[config.mk]
export PLATFORM = sky130hd
export DESIGN_NAME = spi_frame_tx_flat
export DESIGN_NICKNAME = d
export VERILOG_FILES = /design/src/rtl/spi_frame_tx_if.sv /design/src/rtl/spi_frame_tx.sv /design/src/flat_wrapper.sv
export SDC_FILE = /design/constraint.sdc
export NUM_CORES = 1
export LEC_CHECK = 0
export BUFFER_PORTS_ARGS = -buffer_cell sky130_fd_sc_hd__buf_4
export CORE_MARGIN = 3
export CORE_UTILIZATION = 60
export DETAILED_ROUTE_END_ITERATION = 7
export GPL_ROUTABILITY_DRIVEN = 0
export PLACE_DENSITY_LB_ADDON = 0.25
export SETUP_SLACK_MARGIN = 0.5
export SLEW_MARGIN = 10
export SYNTH_ARGS = -nofsm -noshare
export SYNTH_HDL_FRONTEND = slang
export SYNTH_SLANG_ARGS = --single-unit
[constraint.sdc]
create_clock -name clk -period 3.4 [get_ports clk]
set_input_delay 0.68 -clock clk [delete_from_list [all_inputs] [get_ports clk]]
set_output_delay 0.68 -clock clk [all_outputs]
set_load 0.05 [all_outputs]
[src/rtl/spi_frame_tx_if.sv]
// Request channel into spi_frame_tx.
//   req_valid  requester has a transaction
//   req_ready  transmitter can accept this cycle
//   req_type   0=start, 1=cfg, 2=read, 3=raw
//   req_head   header byte used only for raw transactions
//   req_data   payload bits, sent LSB first (cfg uses [7:0], read uses [9:0])
interface spi_frame_tx_if;
   logic       req_valid;
   logic       req_ready;
   logic [1:0] req_type;
   logic [7:0] req_head;
   logic [9:0] req_data;

   modport master (
      output req_valid, req_type, req_head, req_data,
      input  req_ready
   );

   modport slave (
      input  req_valid, req_type, req_head, req_data,
      output req_ready
   );
endinterface

[src/rtl/spi_frame_tx.sv]
// Transmit side of the frame/serial/suspend link. Takes one request at a time and
// sends: one lead cycle (frame=1, serial=0), an 8-bit header LSB first, a type-dependent
// payload LSB first, then one gap cycle with frame low and a done pulse. A flow-control
// suspend output is generated from susp_req; while suspend is high the frame engine holds.
// Ports:
//   clk       system clock, rising edge
//   rst       asynchronous active-low reset
//   req       request channel (slave side)
//   susp_req  upstream asks for a suspend cycle
//   frame     frame strobe to link
//   serial    serial data to link
//   suspend   link suspend (never more than SUSP_MAX cycles in a row)
//   busy      a frame is in progress
//   done      one-cycle pulse in the gap cycle
module spi_frame_tx #(
   parameter logic [7:0]  HDR_START = 8'hA5,
   parameter logic [7:0]  HDR_CFG   = 8'hC3,
   parameter logic [7:0]  HDR_READ  = 8'h3C,
   parameter int unsigned SUSP_MAX  = 3
) (
   input  logic          clk,
   input  logic          rst,
   spi_frame_tx_if.slave req,
   input  logic          susp_req,
   output logic          frame,
   output logic          serial,
   output logic          suspend,
   output logic          busy,
   output logic          done
);

   localparam logic [1:0] SuspMax = 2'(SUSP_MAX);

   typedef enum logic [2:0] {StIdle, StLead, StHead, StBody, StGap} state_e;

   state_e     state_q, state_d;
   logic [7:0] hdr_q, hdr_d;
   logic [9:0] data_q, data_d;
   logic [3:0] cnt_q, cnt_d;
   logic [3:0] body_len_q, body_len_d;
   logic       frame_q, frame_d;
   logic       serial_q, serial_d;
   logic       done_q, done_d;
   logic       suspend_q, suspend_d;
   logic [1:0] susp_cnt_q, susp_cnt_d;
   logic       ready;

   assign ready         = (state_q == StIdle) && !suspend_q;
   assign req.req_ready = ready;

   // Compare against the count including this cycle so the run stops at SuspMax highs.
   always_comb begin
      susp_cnt_d = suspend_q ? susp_cnt_q + 2'd1 : 2'd0;
      suspend_d  = susp_req && (susp_cnt_d < SuspMax);
   end

   always_comb begin
      state_d    = state_q;
      hdr_d      = hdr_q;
      data_d     = data_q;
      cnt_d      = cnt_q;
      body_len_d = body_len_q;
      frame_d    = frame_q;
      serial_d   = serial_q;
      done_d     = done_q;
      if (!suspend_q) begin
         done_d = 1'b0;
         unique case (state_q)
            StIdle: begin
               frame_d  = 1'b0;
               serial_d = 1'b0;
               if (req.req_valid) begin
                  state_d = StLead;
                  frame_d = 1'b1;
                  data_d  = req.req_data;
                  cnt_d   = 4'd0;
                  unique case (req.req_type)
                     2'd0: begin hdr_d = HDR_START;    body_len_d = 4'd0;  end
                     2'd1: begin hdr_d = HDR_CFG;      body_len_d = 4'd8;  end
                     2'd2: begin hdr_d = HDR_READ;     body_len_d = 4'd10; end
                     default: begin hdr_d = req.req_head; body_len_d = 4'd0; end
                  endcase
               end
            end
            StLead: begin
               state_d  = StHead;
               serial_d = hdr_q[0];
               hdr_d    = hdr_q >> 1;
               cnt_d    = 4'd7;
            end
            // cnt_q holds the number of bits still to send in the current phase.
            StHead: begin
               if (cnt_q != 4'd0) begin
                  serial_d = hdr_q[0];
                  hdr_d    = hdr_q >> 1;
                  cnt_d    = cnt_q - 4'd1;
               end else if (body_len_q != 4'd0) begin
                  state_d  = StBody;
                  serial_d = data_q[0];
                  data_d   = data_q >> 1;
                  cnt_d    = body_len_q - 4'd1;
               end else begin
                  state_d  = StGap;
                  frame_d  = 1'b0;
                  serial_d = 1'b0;
                  done_d   = 1'b1;
               end
            end
            StBody: begin
               if (cnt_q != 4'd0) begin
                  serial_d = data_q[0];
                  data_d   = data_q >> 1;
                  cnt_d    = cnt_q - 4'd1;
               end else begin
                  state_d  = StGap;
                  frame_d  = 1'b0;
                  serial_d = 1'b0;
                  done_d   = 1'b1;
               end
            end
            StGap: begin
               state_d = StIdle;
            end
            default: state_d = StIdle;
         endcase
      end
   end

   always_ff @(posedge clk or negedge rst) begin
      if (!rst) begin
         state_q    <= StIdle;
         hdr_q      <= 8'd0;
         data_q     <= 10'd0;
         cnt_q      <= 4'd0;
         body_len_q <= 4'd0;
         frame_q    <= 1'b0;
         serial_q   <= 1'b0;
         done_q     <= 1'b0;
         suspend_q  <= 1'b0;
         susp_cnt_q <= 2'd0;
      end else begin
         state_q    <= state_d;
         hdr_q      <= hdr_d;
         data_q     <= data_d;
         cnt_q      <= cnt_d;
         body_len_q <= body_len_d;
         frame_q    <= frame_d;
         serial_q   <= serial_d;
         done_q     <= done_d;
         suspend_q  <= suspend_d;
         susp_cnt_q <= susp_cnt_d;
      end
   end

   assign frame   = frame_q;
   assign serial  = serial_q;
   assign suspend = suspend_q;
   assign busy    = (state_q != StIdle);
   // The gap may land on a suspended cycle; the pulse shows in its non-suspended cycle.
   assign done    = done_q && !suspend_q;

endmodule
[src/flat_wrapper.sv]
// flat-port wrapper written by rule: the top's interface ports become plain ports
module spi_frame_tx_flat 
#(
   parameter logic [7:0]  HDR_START = 8'hA5,
   parameter logic [7:0]  HDR_CFG   = 8'hC3,
   parameter logic [7:0]  HDR_READ  = 8'h3C,
   parameter int unsigned SUSP_MAX  = 3
)
  (clk, rst, susp_req, frame, serial, suspend, busy, done, req_req_valid, req_req_type, req_req_head, req_req_data, req_req_ready);
  spi_frame_tx_if req_i ();
  input  logic clk;
  input  logic rst;
  input  logic susp_req;
  output logic frame;
  output logic serial;
  output logic suspend;
  output logic busy;
  output logic done;
  input wire logic [$bits(req_i.req_valid)-1:0] req_req_valid;
  input wire logic [$bits(req_i.req_type)-1:0] req_req_type;
  input wire logic [$bits(req_i.req_head)-1:0] req_req_head;
  input wire logic [$bits(req_i.req_data)-1:0] req_req_data;
  output wire logic [$bits(req_i.req_ready)-1:0] req_req_ready;
  assign req_i.req_valid = req_req_valid;
  assign req_i.req_type = req_req_type;
  assign req_i.req_head = req_req_head;
  assign req_i.req_data = req_req_data;
  assign req_req_ready = req_i.req_ready;
  spi_frame_tx #(.HDR_START(HDR_START), .HDR_CFG(HDR_CFG), .HDR_READ(HDR_READ), .SUSP_MAX(SUSP_MAX)) u_core (.clk(clk), .rst(rst), .req(req_i), .susp_req(susp_req), .frame(frame), .serial(serial), .suspend(suspend), .busy(busy), .done(done));
endmodule
==> metrics <==
register area share after synthesis about two fifths; Slew Limit Fails 0; CTS resizes 0; DIE HEIGHT ~63 um; outcome completed; Synth cell types 39; drt wl/cell roughly 15 um; number of synthesized flops with an enable pin 0; Fin Setup TNS 0 ps; synthesis-to-layout area growth 13.36%; Setup CP Type reg2reg; clock net sink count 33; sequential power share a little over a third; switching pwr between 800 and 900 uW; largest net degree at the start of global routing 34; FF+latch count, synth 33; I/O pin cnt 30; Final min period 2330 ps; pwr/cell area roughly 900 nW/um^2; CTS clk-pin slew, worst paths roughly 100 ps; detailed placer's ending HPWL between 2 and 3 mm; Primary FF master, synth dfrtp_1; clock root cell clkbuf_4; Static Leak 1.055 nW; Final ANT Viol Nets 0; clock network power share between 10% and 20%; Peak VDD IR 0.4375 mV; 1st-pass router iterations 4; Tot Pwr 1.997 mW; R2R Path Start u_core.state_q[1]$_DFFE_PN0P_; NumNets Final 251; Hold Crit Class in2async; Yosys warning total 0; CTS max path bufs 2; Total GRT Usage between 20% and 30%; first-pass GRT wire length 6.748 mm; Site Rows 20; Setup-failing EPs final 0; Worst Reg-to-Reg Cells 4; core area roughly 3100 um^2; Post-CTS Setup Bufs 0; Switching Fraction 41.01%; depth of the CTS H-tree 2; CTS buffer count 5; required time of the critical path 3620 ps; vias in the first global route about 1,500; worst-case clock skew ~11 ps; total wire length between 4 and 5 mm; Die Area approximately 4000 um^2; Fmax approximately 0.43 GHz; final hold viol count 0; effective utilization at floorplan 63.90%; CTS tree yes; drt drc 0; RSZ-0062 raised after global routing no; Buffers on Ports 29; DR iter-0 viols between 150 and 200; setup slack, reg-to-reg around 1100 ps; Relative slew margins approximately 65%; Worst R2R End u_core.data_q[1]$_DFFE_PN0P_; combinational share of power between 50% and 60%; via count between 1,500 and 2,000; Max-Cap Viols 0; post-synthesis cell count approximately 190; Avg Cell Area, Syn 10.24 um^2; die width ~63 um; Setup crit end kind flip-flop; Max FO, Critical Path 17; Worst setup SP type flip-flop; worst skew pair latency between 300 and 400 ps; Worst Path Arrival 2550 ps; synthesized area between 1500 and 2000 um^2; Synth async-reset ratio 100.0%; GRT overflow 0; Power Internal 1.178 mW; vias per cell 5.800; fin crit share roughly two thirds; cts hold-fix bufs 0; share of layout cells above drive strength 1 about 33%; initial antenna violation count 0; Mapped Nets 223; n_diodes 0; Tightest Pin Transition between 500 and 600 ps
==> cell type report <==
class                           count  area [um^2]
Clock buffer                        6        41.29
Fill cell                         235        848.3
Multi-Input combinational cell    137         1027
Sequential cell                    33        825.8
Timing Repair Buffer               29        217.7
Clock inverter                      2        10.01
Tap cell                           44        55.05
Inverter                           14        52.55
==> registers in the layout (all words and copies together), names as in the netlist <==
register and count:
u_core.frame 1, u_core.hdr_q 8, u_core.state_q 3, u_core.data_q 10, u_core.serial 1, u_core.cnt_q 4, u_core.done_q 1, u_core.susp_cnt_q 2
u_core.body_len_q 2, u_core.suspend 1
==> metrics by stage <==
| step | cell area [um^2] | hold WS (ps) | utilization [%] | setup slack [ps] | cells |
|---|---|---|---|---|---|
| global route | 2230 | 289.7 | 72.44 | 959.6 | 265 |
| finish | 2230 | 261.6 | 72.44 | 1070 | 265 |
| detailed placement | 2178 | 454.5 | 70.77 | 1134 | 257 |
| CTS | 2230 | 271.3 | 72.44 | 1093 | 265 |
| floorplan | 1967 | 384.4 | - | 999.2 | 192 |
| global placement | 2178 | 442.6 | 70.77 | 1283 | 257 |
==> cell usage in the layout, fill, tap and decap left out, drive strengths merged, types with 2 or more instances in the layout <==
master,count
or3,2
a21oi,9
inv,14
mux2,29
dfrtp,33
a32o,3
o211ai,2
o22ai,2
clkbuf,6
buf,29
nand3b,2
ha,7
nand3,5
nor2,9
nor3,3
a31oi,3
o21a,2
or2,3
nor2b,3
clkinv,2
nand2b,6
mux2i,5
and2,2
nand2,19
o21ai,11
==> kinds of logic after synthesis <==
| family | synth area share [%] |
|---|---|
| buffers and inverters | 5.789 |
| multiplexers | 19.15 |
| flip-flops | 41.98 |
| AND/OR/NAND/NOR | 15.08 |
| AO/OA/AOI/OAI | 13.10 |
| XOR/XNOR | 0.4454 |
| adder cells (fa/ha/maj) | 4.453 |
==> worst max-delay path, stage by stage, from the launching register on <==
cell	delay, ps
dfrtp_1	660
nand2b_1	420
or2_2	450
o21ai_4	310
mux2_2	380
==> worst max path at each step <==
stage | depth (start not counted) | to | start | slack (ps)
CTS | 3 | req_req_ready | u_core.state_q[0]$_DFFE_PN0P_ | 1090
global placement | 4 | u_core.data_q[7]$_DFFE_PN0P_ | u_core.state_q[1]$_DFFE_PN0P_ | 1280
floorplan | 3 | req_req_ready | u_core.suspend$_DFF_PN0_ | 1000
finish | 4 | u_core.data_q[1]$_DFFE_PN0P_ | u_core.state_q[1]$_DFFE_PN0P_ | 1070
detailed placement | 4 | u_core.data_q[1]$_DFFE_PN0P_ | u_core.state_q[1]$_DFFE_PN0P_ | 1130
global route | 4 | u_core.data_q[1]$_DFFE_PN0P_ | u_core.state_q[1]$_DFFE_PN0P_ | 960
==> cells in the mapped netlist, types with 3 or more instances <==
master | n | area [um^2]
a21oi_1 | 8 | 40.04
a31oi_1 | 3 | 18.77
a32o_1 | 3 | 30.03
clkbuf_1 | 4 | 15.01
dfrtp_1 | 33 | 825.8
ha_1 | 7 | 87.58
inv_1 | 14 | 52.55
mux2_2 | 29 | 326.6
mux2i_1 | 5 | 50.05
nand2_1 | 19 | 71.32
nand2b_1 | 6 | 37.54
nand3_1 | 5 | 25.02
nor2_1 | 8 | 30.03
nor2b_1 | 3 | 18.77
nor3_1 | 3 | 15.01
o21ai_0 | 10 | 50.05
or2_2 | 3 | 18.77
==> power by group through the flow <==
| stage | Clock, mW | Combinational, mW | Sequential (mW) |
|---|---|---|---|
| final | 0.208 | 1.07 | 0.724 |
| after CTS | 0.217 | 1.06 | 0.720 |
| after detailed placement | 0 | 1.06 | 0.728 |
| after global placement | 0 | 1.01 | 0.710 |
| after floorplan | 0 | 0.877 | 0.698 |
| after global routing | 0.232 | 1.17 | 0.748 |
==> routing by layer <==
metal | GRT usage (%) | vias up | wire (um)
li1 | - | 729 | -
met5 | 0 | - | 0
met3 | 3.922 | 7 | 237
met2 | 38.21 | 49 | 2023
met4 | 8.356 | 0 | 48
met1 | 25.32 | 752 | 1692
Power figures use the tool's default switching activity.
